==> config.mk <==
export PLATFORM = sky130hd
export DESIGN_NAME = logic_arbiter16_flat
export DESIGN_NICKNAME = d
export VERILOG_FILES = /design/src/rtl/logic_arbiter16_if.sv /design/src/rtl/logic_arbiter16.sv /design/src/flat_wrapper.sv
export SDC_FILE = /design/constraint.sdc
export NUM_CORES = 1
export LEC_CHECK = 0
export BUFFER_PORTS_ARGS = -buffer_cell sky130_fd_sc_hd__buf_2
export CAP_MARGIN = 20
export CORE_MARGIN = 4
export CORE_UTILIZATION = 45
export CTS_CLUSTER_DIAMETER = 60
export DETAILED_ROUTE_END_ITERATION = 10
export HOLD_SLACK_MARGIN = 0.05
export PLACE_DENSITY_LB_ADDON = 0.15
export SYNTH_ARGS = -nofsm -noshare
export SYNTH_HDL_FRONTEND = slang
export SYNTH_SLANG_ARGS = --single-unit
==> constraint.sdc <==
create_clock -name i_clk -period 10.6 [get_ports i_clk]
set_clock_uncertainty 0.2 [all_clocks]
set_input_delay 0.53 -clock i_clk [delete_from_list [all_inputs] [get_ports i_clk]]
set_output_delay 0.53 -clock i_clk [all_outputs]
set_load 0.01 [all_outputs]
==> src/rtl/logic_arbiter16_if.sv <==
// Bundle of requester and result-consumer signals for logic_arbiter16.
// The arbiter connects through the slave modport, and the requester/consumer side connects through master.
interface logic_arbiter16_if #(
  parameter int N_REQ = 4,
  parameter int IDW   = 2
);
  logic [N_REQ-1:0]    i_reqValid;
  logic [2*N_REQ-1:0]  i_reqOp;
  logic [16*N_REQ-1:0] i_reqX;
  logic [16*N_REQ-1:0] i_reqY;
  logic                i_resReady;
  logic [N_REQ-1:0]    o_grant;
  logic                o_resValid;
  logic [15:0]         o_resOut;
  logic [IDW-1:0]      o_resId;
  logic [15:0]         o_opCnt;

  modport master (
    output i_reqValid, i_reqOp, i_reqX, i_reqY, i_resReady,
    input  o_grant, o_resValid, o_resOut, o_resId, o_opCnt
  );

  modport slave (
    input  i_reqValid, i_reqOp, i_reqX, i_reqY, i_resReady,
    output o_grant, o_resValid, o_resOut, o_resId, o_opCnt
  );
endinterface

==> src/rtl/logic_arbiter16.sv <==
// Round-robin arbiter in front of a shared 16-bit bitwise logic unit.
// The result register has a one-entry valid/ready output. A new operation is
// accepted whenever the register is empty or is being drained in the same cycle.
module logic_arbiter16 #(
  parameter int N_REQ = 4,
  parameter int IDW   = 2
) (
  input logic              i_clk,
  input logic              i_rst,
  logic_arbiter16_if.slave bus
);

  typedef enum logic {S_EMPTY = 1'b0, S_FULL = 1'b1} state_t;

  state_t         r_state;
  state_t         w_nextState;
  logic [IDW-1:0] r_ptr;
  logic [IDW-1:0] r_resId;
  logic [15:0]    r_resOut;
  logic [15:0]    r_opCnt;

  logic [IDW-1:0] w_winner;
  logic [IDW:0]   w_sum;
  logic           w_found;
  logic           w_accept;
  logic [N_REQ-1:0] w_grant;
  logic [1:0]     w_op;
  logic [15:0]    w_x;
  logic [15:0]    w_y;
  logic [15:0]    w_result;
  logic [IDW-1:0] w_ptrNext;

  // Find the first active request starting at r_ptr and wrapping modulo N_REQ.
  always_comb begin
    w_found  = 1'b0;
    w_winner = '0;
    w_sum    = '0;
    for (int k = 0; k < N_REQ; k++) begin
      w_sum = {1'b0, r_ptr} + (IDW+1)'(k);
      if (w_sum >= (IDW+1)'(N_REQ)) w_sum = w_sum - (IDW+1)'(N_REQ);
      if (!w_found && bus.i_reqValid[w_sum[IDW-1:0]]) begin
        w_found  = 1'b1;
        w_winner = w_sum[IDW-1:0];
      end
    end
  end

  assign w_accept = !i_rst && w_found && (r_state == S_EMPTY || bus.i_resReady);

  // Select the winner's opcode and operands, and form the one-hot grant.
  always_comb begin
    w_op    = '0;
    w_x     = '0;
    w_y     = '0;
    w_grant = '0;
    for (int i = 0; i < N_REQ; i++) begin
      if (w_winner == IDW'(i)) begin
        w_op       = bus.i_reqOp[2*i +: 2];
        w_x        = bus.i_reqX[16*i +: 16];
        w_y        = bus.i_reqY[16*i +: 16];
        w_grant[i] = w_accept;
      end
    end
  end

  // Evaluate the bitwise operation across all 16 bits in parallel.
  always_comb begin
    w_result = '0;
    case (w_op)
      2'b00:   w_result = ~w_x;
      2'b01:   w_result = w_x & w_y;
      2'b10:   w_result = w_x | w_y;
      default: w_result = w_x ^ w_y;
    endcase
  end

  assign w_ptrNext = (w_winner == IDW'(N_REQ-1)) ? '0 : w_winner + 1'b1;

  // Result-register occupancy. A drain in the same cycle as an accept keeps the register full.
  always_comb begin
    w_nextState = r_state;
    case (r_state)
      S_EMPTY: if (w_accept) w_nextState = S_FULL;
      S_FULL:  if (w_accept) w_nextState = S_FULL;
               else if (bus.i_resReady) w_nextState = S_EMPTY;
      default: w_nextState = S_EMPTY;
    endcase
  end

  // Occupancy state register.
  always_ff @(posedge i_clk) begin
    if (i_rst) r_state <= S_EMPTY;
    else       r_state <= w_nextState;
  end

  // Load the result, requester id, pointer and counter on every accepted operation.
  always_ff @(posedge i_clk) begin
    if (i_rst) begin
      r_ptr    <= '0;
      r_resId  <= '0;
      r_resOut <= '0;
      r_opCnt  <= '0;
    end else if (w_accept) begin
      r_ptr    <= w_ptrNext;
      r_resId  <= w_winner;
      r_resOut <= w_result;
      r_opCnt  <= r_opCnt + 16'd1;
    end
  end

  assign bus.o_grant    = w_grant;
  assign bus.o_resValid = (r_state == S_FULL);
  assign bus.o_resOut   = r_resOut;
  assign bus.o_resId    = r_resId;
  assign bus.o_opCnt    = r_opCnt;

endmodule

==> src/flat_wrapper.sv <==
// flat-port wrapper written by rule: the top's interface ports become plain ports
module logic_arbiter16_flat 
#(
  parameter int N_REQ = 4,
  parameter int IDW   = 2
)
  (i_clk, i_rst, bus_i_reqValid, bus_i_reqOp, bus_i_reqX, bus_i_reqY, bus_i_resReady, bus_o_grant, bus_o_resValid, bus_o_resOut, bus_o_resId, bus_o_opCnt);
  logic_arbiter16_if #(.N_REQ(N_REQ), .IDW(IDW)) bus_i ();
  input logic i_clk;
  input logic i_rst;
  input wire logic [$bits(bus_i.i_reqValid)-1:0] bus_i_reqValid;
  input wire logic [$bits(bus_i.i_reqOp)-1:0] bus_i_reqOp;
  input wire logic [$bits(bus_i.i_reqX)-1:0] bus_i_reqX;
  input wire logic [$bits(bus_i.i_reqY)-1:0] bus_i_reqY;
  input wire logic [$bits(bus_i.i_resReady)-1:0] bus_i_resReady;
  output wire logic [$bits(bus_i.o_grant)-1:0] bus_o_grant;
  output wire logic [$bits(bus_i.o_resValid)-1:0] bus_o_resValid;
  output wire logic [$bits(bus_i.o_resOut)-1:0] bus_o_resOut;
  output wire logic [$bits(bus_i.o_resId)-1:0] bus_o_resId;
  output wire logic [$bits(bus_i.o_opCnt)-1:0] bus_o_opCnt;
  assign bus_i.i_reqValid = bus_i_reqValid;
  assign bus_i.i_reqOp = bus_i_reqOp;
  assign bus_i.i_reqX = bus_i_reqX;
  assign bus_i.i_reqY = bus_i_reqY;
  assign bus_i.i_resReady = bus_i_resReady;
  assign bus_o_grant = bus_i.o_grant;
  assign bus_o_resValid = bus_i.o_resValid;
  assign bus_o_resOut = bus_i.o_resOut;
  assign bus_o_resId = bus_i.o_resId;
  assign bus_o_opCnt = bus_i.o_opCnt;
  logic_arbiter16 #(.N_REQ(N_REQ), .IDW(IDW)) u_core (.i_clk(i_clk), .i_rst(i_rst), .bus(bus_i));
endmodule
==> results.py <==
metrics = {
    "status": {
        "outcome": "complete, no violations",
    },
    "final_layout": {
        "area_delta_synth_final_pct": 27.4,
        "finish.utilization": 0.598,
        "finalNetCount": 822,
        "diodes": 0,
        "layout-drive-gt1-share": 0.316,
    },
    "clocking": {
        "cts_tree": "done",
        "clockBufferDepth": 2,
        "cts-root-buf": "clkbuf_8",
        "cts_max_level": 2,
        "cts_buffers": 5,
        "post_cts_resized": 0,
        "clkLatencyLatePin_ns": 0.29,
        "cts-hold-fix-buffers": 0,
        "path_clk_slew_ns": 0.08,
        "cts_sinks": 37,
        "post_cts_buffers": 0,
    },
    "placement": {
        "pre_cts_slack_ns": 5.00,
        "place_congestion": 0.924,
        "numPortBuffers": 181,
        "dpl.hpwl_um": 9740,
    },
    "synthesis": {
        "async_flop_share": 0,
        "synth-edff-count": 0,
        "synth.distinct_cells": 46,
        "ys.flop_type": "dfxtp_1",
        "netlist_area_mm2": 0.00368,
        "yosysSeqAreaShare": 0.201,
        "yosys_warnings": 0,
        "syn_inst": 490,
        "syn-mean-instance-area_um2": 7.52,
        "synth_nets": 670,
        "synth-seq-cells": 37,
    },
    "worst_setup_path": {
        "path_max_fanout": 60,
        "cp_data_arrival_time_ns": 5.38,
        "slowest_delay_ns": 0.99,
        "endpoint_kind": "flip-flop",
        "cp.required_ns": 10.59,
        "cp.depth": 10,
        "path_cells": "mux2i_1, nor2_1, nor4_1, ha_2, inv_1, o22ai_2, or2_1, buf_4, mux2_1, o221a_1",
        "start_kind": "flip-flop",
        "worst-setup-path-type": "flip-flop to flip-flop",
        "cp_top_family": "simple AND/OR/NAND/NOR gates",
        "cp_slowest_cell": "ha_2",
        "worst-path-buf-inv": 2,
        "ff2ff_path_depth": 10,
    },
    "power": {
        "ir_worst_vdd_uv": 59.2,
        "combPwrFrac": 0.592,
        "p_switching_uw": 367,
        "clkPwrFrac": 0.181,
        "swShare": 0.441,
        "p_seq_frac": 0.227,
        "p_int_uw": 466,
        "p_leak_uw": 0.00233,
        "p_per_area_mw_per_mm2": 177,
        "power_uw": 833,
    },
    "floorplan": {
        "core.rowCount": 32,
        "core_mm2": 0.00785,
        "start_util": 0.470,
        "chipHeight_um": 98.5,
        "die-area_mm2": 0.00970,
        "io_pins": 182,
        "die_w_um": 98.5,
    },
    "timing": {
        "clock.fmax_mhz": 185,
        "fin_crit_sh": 0.509,
        "totalNegativeSetupSlack_ns": 0,
        "relSlewSlack": 0.292,
        "tightest_slew_ns": 1.06,
        "fin_crit_ns": 5.40,
        "grt_setup_unrepaired": "false",
        "layout_setup_ws_ns": 5.20,
        "holdWs_ns": 0.281,
        "hold_viol_final": 0,
        "finalSetupViolCount": 0,
        "drv_slew": 0,
    },
    "global_routing": {
        "grt_max_degree": 65,
        "grt_usage": 0.244,
        "grt_pass1_wl_um": 19600,
        "grt_pass1_vias": 4186,
        "antenna_found_initial": 0,
        "overflow": 0,
    },
    "route": {
        "final_antenna_net_count": 0,
        "drt_iter0_markers": 184,
        "first_pass_iters": 4,
        "route.detailed.drc": 0,
        "wl_per_cell_um": 16.6,
        "viasPerCell": 5.64,
        "drt-total-wl_um": 12400,
        "vias": 4199,
    },
    "flow_run": {
        "maxCapViolCount": 0,
    },
    "min_path": {
        "hold_class": "flip-flop to flip-flop",
        "hold_depth": 2,
    },
}
## worst paths after layout
path / endpoint / slack (ns) / from
max: u_core.bus.o_resOut[8] / 5.20 / u_core.r_ptr[1]
min: u_core.bus.o_resId[0] / 0.28 / u_core.bus.o_resId[0]
max reg2reg: u_core.bus.o_resOut[8] / 5.20 / u_core.r_ptr[1]
min reg2reg: u_core.bus.o_resId[0] / 0.28 / u_core.bus.o_resId[0]
## kinds of logic (layout without fill, tap and decap cells)
group                    Yosys count  after routing  share of synthesized area
AND/OR/NAND/NOR                  148            148                      0.196
buffers and inverters             67            220                     0.0808
flip-flops                        37             37                      0.201
multiplexers                      20             20                     0.0550
adder cells (fa/ha/maj)           37             37                      0.126
AO/OA/AOI/OAI                    169            169                      0.313
XOR/XNOR                          12             12                     0.0285
## power by group through the flow
stage                     combinational [µW]  sequential (µW)  clock (µW)
after global routing                     557              193         159
after global placement                   476              192           0
after detailed placement                 491              192           0
final                                    493              189         150
after CTS                                494              189         153
after floorplan                          348              202           0
## metal layers
layer / share of wire / GRT usage / wire length, µm / vias to the layer above
li1: - / - / - / 2082
met1: 0.42 / 0.292 / 5160 / 1925
met2: 0.48 / 0.421 / 5910 / 155
met3: 0.066 / 0.0573 / 819 / 37
met4: 0.038 / 0.0998 / 470 / 0
met5: 0 / 0 / 0 / -
## state kept, by name, summed over array words and instances, names as in the netlist
signal,flops
u_core.bus.o_opCnt,16
u_core.bus.o_resOut,16
u_core.bus.o_resId,2
u_core.r_ptr,2
u_core.bus.o_resValid,1
## Yosys cell counts, types with 4 or more instances
cell / n / share of area
inv_1: 27 / 0.028
ha_1: 37 / 0.13
nor2_1: 36 / 0.037
o211ai_1: 23 / 0.047
dfxtp_1: 37 / 0.20
nor2b_1: 6 / 0.010
buf_1: 6 / 0.0061
nor4_1: 4 / 0.0068
clkbuf_1: 22 / 0.022
a21oi_1: 49 / 0.067
xnor2_1: 9 / 0.021
nor3_1: 13 / 0.018
a211oi_1: 13 / 0.026
nand3b_1: 14 / 0.029
a21o_1: 16 / 0.033
nand2_1: 50 / 0.051
buf_2: 7 / 0.0095
nand3_1: 4 / 0.0054
or3_1: 4 / 0.0068
o221ai_1: 16 / 0.038
o21ai_0: 34 / 0.046
o211ai_2: 5 / 0.017
mux2i_1: 18 / 0.049
## layout make-up
class / instances / area, µm²
flip-flops and latches: 37 / 741
repair buffers: 185 / 936
multi-input cells: 386 / 2650
inverters: 27 / 101
clock buffers: 5 / 68.8
fillers: 767 / 3150
well taps: 102 / 128
clock inverters: 3 / 68.8
## worst reg2reg max path: stages, from the launching register on
cell and delay [ns]:
dfxtp_1 0.43, mux2i_1 0.23, nor2_1 0.08, nor4_1 0.43, ha_2 0.99, inv_1 0.62
o22ai_2 0.73, or2_1 0.62, buf_4 0.38, mux2_1 0.36, o221a_1 0.22
## placed cells by master, fill, tap and decap left out, drive strengths merged, types with 4 or more instances in the layout
cell type and instances:
ha 37, nand3b 14, a211oi 13, clkbuf 5, dfxtp 37, o221ai 16
o211ai 28, nor3 13, a221oi 4, o21ai 34, a21oi 49, nor2b 6
xnor2 9, a21o 16, mux2i 18, buf 185, nand2 50, nor4 5
or3 4, inv 28, nor2 36, nand3 4
## per-stage QoR
step / cells / area (µm²)
floorplan: 490 / 3680
global placement: 736 / 4550
detailed placement: 736 / 4550
CTS: 744 / 4690
global route: 745 / 4690
finish: 745 / 4690
No activity file was read; power rests on OpenSTA's default activity.
